## config.mk

```make
export PLATFORM = sky130hd
export DESIGN_NAME = irq_trap_req
export DESIGN_NICKNAME = d
export VERILOG_FILES = /design/src/rtl/irq_trap_req.sv
export SDC_FILE = /design/constraint.sdc
export NUM_CORES = 1
export LEC_CHECK = 0
export CAP_MARGIN = 20
export CORE_MARGIN = 4
export CORE_UTILIZATION = 50
export DETAILED_ROUTE_END_ITERATION = 10
export DONT_BUFFER_PORTS = 1
export PLACE_DENSITY_LB_ADDON = 0.12
export SLEW_MARGIN = 20
export SYNTH_ARGS = -nofsm -noshare
export SYNTH_HDL_FRONTEND = slang
export SYNTH_SLANG_ARGS = --single-unit
```

## constraint.sdc

```tcl
create_clock -name clk_in -period 2.85 [get_ports clk_in]
set_input_delay 0.855 -clock clk_in [delete_from_list [all_inputs] [get_ports clk_in]]
set_output_delay 0.855 -clock clk_in [all_outputs]
set_load 0.1 [all_outputs]
```

## src/rtl/irq_trap_req.sv

```systemverilog
// rtl/irq_trap_req.sv - machine-level interrupt request generator for csr_fu
module irq_trap_req #(
    parameter int SYNC_STAGES = 2,
    parameter int XLEN        = 32
) (
    input  logic            clk_in,
    input  logic            reset_in,
    input  logic            ext_irq_in,
    input  logic            sw_irq_in,
    input  logic            timer_irq_in,
    input  logic [XLEN-1:0] mie_in,
    input  logic            mstatus_mie_in,
    input  logic [1:0]      mode_in,
    input  logic            exc_flag_in,
    input  logic            trap_ack_in,
    output logic            trap_req_out,
    output logic [XLEN-1:0] trap_cause_out,
    output logic [XLEN-1:0] mip_out
);

    localparam int MEI_BIT = 11;
    localparam int MSI_BIT = 3;
    localparam int MTI_BIT = 7;
    localparam logic [XLEN-1:0] IRQ_MASK =
        (XLEN'(1) << MEI_BIT) | (XLEN'(1) << MSI_BIT) | (XLEN'(1) << MTI_BIT);

    typedef enum logic [1:0] {IDLE, REQ, HOLD} state_t;

    state_t                 state_q, state_d;
    logic [SYNC_STAGES-1:0] ext_sync;
    logic                   msip_q, mtip_q;
    logic                   global_en;
    logic [2:0]             cand;      // {MEI, MSI, MTI}, highest priority first
    logic [2:0]             sel_d, sel_q;
    logic [3:0]             code_d;
    logic                   sel_still_valid;
    logic                   unused_mie;
    logic [XLEN-1:0]        trap_cause_q;

    assign unused_mie = ^(mie_in & ~IRQ_MASK);

    always_ff @(posedge clk_in or negedge reset_in) begin
        if (!reset_in) begin
            ext_sync <= '0;
            msip_q   <= 1'b0;
            mtip_q   <= 1'b0;
        end else begin
            ext_sync <= {ext_sync[SYNC_STAGES-2:0], ext_irq_in};
            msip_q   <= sw_irq_in;
            mtip_q   <= timer_irq_in;
        end
    end

    always_comb begin
        mip_out          = '0;
        mip_out[MEI_BIT] = ext_sync[SYNC_STAGES-1];
        mip_out[MSI_BIT] = msip_q;
        mip_out[MTI_BIT] = mtip_q;
    end

    // M-mode follows mstatus.MIE, U-mode is always enabled, modes 1 and 2 never enable.
    always_comb begin
        case (mode_in)
            2'd3:    global_en = mstatus_mie_in;
            2'd0:    global_en = 1'b1;
            default: global_en = 1'b0;
        endcase
    end

    assign cand = {mip_out[MEI_BIT] & mie_in[MEI_BIT],
                   mip_out[MSI_BIT] & mie_in[MSI_BIT],
                   mip_out[MTI_BIT] & mie_in[MTI_BIT]};

    always_comb begin
        sel_d  = 3'b000;
        code_d = 4'd0;
        if (cand[2]) begin
            sel_d  = 3'b100;
            code_d = 4'(MEI_BIT);
        end else if (cand[1]) begin
            sel_d  = 3'b010;
            code_d = 4'(MSI_BIT);
        end else if (cand[0]) begin
            sel_d  = 3'b001;
            code_d = 4'(MTI_BIT);
        end
    end

    assign sel_still_valid = (|(cand & sel_q)) & global_en;

    always_ff @(posedge clk_in or negedge reset_in) begin
        if (!reset_in) begin
            state_q <= IDLE;
        end else begin
            state_q <= state_d;
        end
    end

    // Ack beats a same-cycle exception; otherwise any loss of the selected source withdraws.
    always_comb begin
        state_d = state_q;
        case (state_q)
            IDLE: if ((|cand) && global_en && !exc_flag_in) state_d = REQ;
            REQ: begin
                if (trap_ack_in)                          state_d = HOLD;
                else if (!sel_still_valid || exc_flag_in) state_d = IDLE;
            end
            HOLD:    state_d = IDLE;
            default: state_d = IDLE;
        endcase
    end

    always_comb begin
        trap_req_out   = (state_q == REQ);
        trap_cause_out = trap_cause_q;
    end

    // Cause and selection only change on IDLE->REQ, so the cause stays stable while requesting.
    always_ff @(posedge clk_in or negedge reset_in) begin
        if (!reset_in) begin
            trap_cause_q <= '0;
            sel_q        <= 3'b000;
        end else if (state_q == IDLE && state_d == REQ) begin
            trap_cause_q <= {1'b1, {(XLEN-5){1'b0}}, code_d};
            sel_q        <= sel_d;
        end
    end

endmodule
```

Word level (Yosys, flattened, before mapping)
Index checks and enable logic that the tools add are counted.
- bits in registers: 14
- input bits: 42
- eq/ne operators: 3
- mux-type cells: 11
- bitwise gates (word level): 5
- reduce and logical (&&, ||, !) cells: 10
- operator list (kind ; number):
    2-to-1 mux 3 bit ; 3
    2-to-1 mux 2 bit ; 4
    OR reduction 3 bit ; 2
    bitwise AND 1 bit ; 4
    equality test 2 x 1 -> 1 bit (second input constant) ; 2
    zero test 2 bit ; 2
    2-to-1 mux 4 bit ; 1
    case mux 2 bit (2 select lines) ; 1
    bitwise AND 3 bit ; 1
    logical AND 1 bit ; 3
    equality test 2 bit (second input constant) ; 1
    zero test 1 bit ; 2
    case mux 1 bit (2 select lines) ; 1
    logical OR 1 bit ; 1
    2-to-1 mux 1 bit ; 1

Longest topological paths before layout
- depth in word-level cells: 11
- gate-level depth with buffers: 5
- gate-level depth less buffers: 5

Worst setup path before layout
OpenSTA, ideal clock, no wires.
- path kind: reg-to-output
- start: register state_q[1]
- end: output port trap_req_out
- arrival: 1.750 ns
- data required time: 1.995 ns
- path slack: 0.245 ns
- stages on the path, launching flop included: 2
- cells stage by stage: dfrtp_1 > nor2b_1
- cells in the longest elaborated chain, start to end: 1
- ends and longest elaborated chain (what ; line ; source):
    start, declared ; 29 ; state_t state_q, state_d;
    start signal, assigned ; 95 ; state_q <= state_d;
    equality test 2 x 1 -> 1 bit ; 114 ; trap_req_out = (state_q == REQ);
    end, declared ; 16 ; output logic trap_req_out,
No other way between the ends.

Worst setup path after layout
- start: register trap_cause_q[1] (netlist: trap_cause_out[1])
- end: output port trap_cause_out[1]
- RTL lines (what ; line ; source):
    start, declared ; 38 ; logic [XLEN-1:0] trap_cause_q;
    start signal, assigned ; 124 ; trap_cause_q <= {1'b1, {(XLEN-5){1'b0}}, code_d};
    end, declared ; 17 ; output logic [XLEN-1:0] trap_cause_out,
No word-level cell between the ends.

==> flow_summary.json <==
{
  "status": "finished clean",
  "grt_pass1_wl_um": 1800,
  "ys_seq_area_frac": 0.293,
  "dp_hpwl_um": 1140,
  "synth.ff_latch_count": 11,
  "post_cts_buffers": 0,
  "io_pins": 107,
  "die_area_um2": 2640,
  "dpl_cell_area_um2": 761,
  "drive_above_1_share": 0.162,
  "grt_pass1_vias": 412,
  "crit_required_ps": 2000,
  "grt_max_degree": 12,
  "grtUsageTotal": 0.0900,
  "period_share": 0.747,
  "period_needed_ps": 2130,
  "dr.pass1.iters": 4,
  "synth-compound-area-share": 0.0559,
  "yosys.area_share.simple": 0.0839,
  "whs_ps": 272,
  "cts_tree": "built",
  "hold_buffers": 0,
  "start_kind": "register",
  "synth_top_area_share": 0.495,
  "root_buffer": "clkbuf_4",
  "die_h_um": 51.4,
  "antenna_left": 0,
  "final_area_um2": 787,
  "max_freq_ghz": 0.470,
  "fp.coreArea_um2": 1750,
  "ys_types": 20,
  "dr.first_iter.drc_count": 6,
  "setup_tns_ps": 0,
  "stdcell_count": 130,
  "nets": 150,
  "synthAdderAreaFrac": 0.0266,
  "avgViaCountPerCell": 3.65,
  "drv_cap": 0,
  "clockBufferDepth": 2,
  "netlist_area_um2": 940,
  "critical_path_class": "register to output pin",
  "clk_latency_ps": 270,
  "cts-htree-levels": 1,
  "fillers": 179,
  "antenna_cells": 0,
  "cts-buffers-inserted": 3,
  "maxSlewViolCount": 0,
  "powerDensity_nw_per_um2": 1040,
  "synth_top_family_by_area": "buffers and inverters",
  "setup_violations": 0,
  "synthArstFlopShare": 1.00,
  "avgSynthCellArea_um2": 9.21,
  "p_leak_nw": 0.442,
  "start_util": 0.538,
  "synth_edf_count": 0,
  "dp_cells": 126,
  "yosys.area.top_type": "buf_4",
  "rsz0062_at_grt": "no",
  "startpoint": "trap_cause_out[1]$_DFFE_PN0P_",
  "drc": 0,
  "slew_headroom": 0.368,
  "end_kind": "output pin",
  "finalWeightedCongestion": 0.676,
  "wl_um": 1290,
  "wire_per_inst_um": 9.89,
  "hold_viol": 0,
  "worst-path-max-fanout": 3,
  "io_buffers": 0,
  "synth_top_cells_by_count": "buf_4, dfrtp_1, inv_1",
  "synthFlopType": "dfrtp_1",
  "skew_ps": 10.6,
  "hold_path.class": "input pin to asynchronous set/reset pin",
  "r2r-start": "ext_sync[1]$_DFF_PN0_",
  "antenna_found_initial": 0,
  "yosysWarnings": 0,
  "dr_total_vias": 474,
  "synth_xor_area_frac": 0,
  "arrival_ps": 1270,
  "ir_drop_mv": 0.431,
  "clk_pin_slew_ps": 70,
  "synthMuxAreaShare": 0.0213,
  "syn_inst": 102,
  "cts.sinks": 11,
  "yosysMostFrequentCell": "buf_4",
  "tightest_slew_ps": 948,
  "area_delta_synth_final_pct": -16.2,
  "die_w_um": 51.4,
  "rows": 15,
  "grt.overflow.total": 0,
  "cts_resized": 0,
  "synth_area_leaders": "buf_4, dfrtp_1, ha_1, mux2i_1, inv_1"
}
worst paths after layout:
kind	endpoint	cells past startpoint	slack (ps)
worst max-delay path	trap_cause_out[1]	0	720
worst min-delay path	trap_cause_out[1]$_DFFE_PN0P_	0	270
worst max register to register	trap_cause_out[1]$_DFFE_PN0P_	4	1220
worst min register to register	ext_sync[1]$_DFF_PN0_	0	350
max in group asynchronous	ext_sync[1]$_DFF_PN0_	0	2500
min in group clk_in	ext_sync[1]$_DFF_PN0_	0	350
kinds of logic (layout without fill, tap and decap cells):
logic type | count (synthesis) | count (layout)
and+or+nand+nor | 13 | 13
other | 1 | 56
buffers and inverters | 67 | 15
adders and majority gates | 2 | 2
AOI/OAI and AO/OA | 6 | 6
muxes | 2 | 2
DFF | 11 | 11
cell usage in the layout (no fill, tap or decap):
cell type and instances:
inv_1 5, o211ai_1 1, or2_2 2, nor2b_2 1, a41o_2 1, nand2_1 2
a21oi_1 1, nand3_1 3, o32a_2 1, clkbuf_1 1, a222oi_1 1, dfrtp_1 10
and2_1 1, buf_4 6, mux2i_1 2, nor3_2 1, a22oi_1 1, dfrtp_2 1
nor3_1 2, ha_1 2, or4_4 1, conb_1 56, clkbuf_4 3
flip-flops by register name, summed over array words and instances, names as in the netlist:
signal and flops:
trap_cause_out 3, ext_sync 2, msip_q 1, sel_q 2
mtip_q 1, state_q 2
area by class of cell:
class / instances / area, µm² / share of cell area
Inverter: 5 / 18.8 / 0.0238
Tap cell: 25 / 31.3 / 0.0397
Clock buffer: 4 / 26.3 / 0.0334
Multi-Input combinational cell: 79 / 389 / 0.494
Timing Repair Buffer: 6 / 45.0 / 0.0572
Sequential cell: 11 / 277 / 0.351
metrics by stage:
step                power, mW  worst slack [ps]  utilization
finish                  0.820               722        0.451
CTS                     0.821               715        0.451
global route            0.845               657        0.451
global placement        0.715               467        0.436
detailed placement      0.716               455        0.436
floorplan               0.767               245            -
routing by layer:
metal / wire length (µm) / vias to the layer above / track usage
met5: 0 / - / 0
met4: 0 / 0 / 0.0131
met3: 238 / 0 / 0.0466
met2: 667 / 42 / 0.150
met1: 379 / 218 / 0.105
li1: - / 214 / -
power breakdown:
part | internal (mW) | leakage, nW | switching (mW)
Combinational | 0.0350 | 0.297 | 0.437
Clock | 0.0541 | 0.0150 | 0.0506
Sequential | 0.178 | 0.130 | 0.0658
Power figures use the tool's default switching activity.
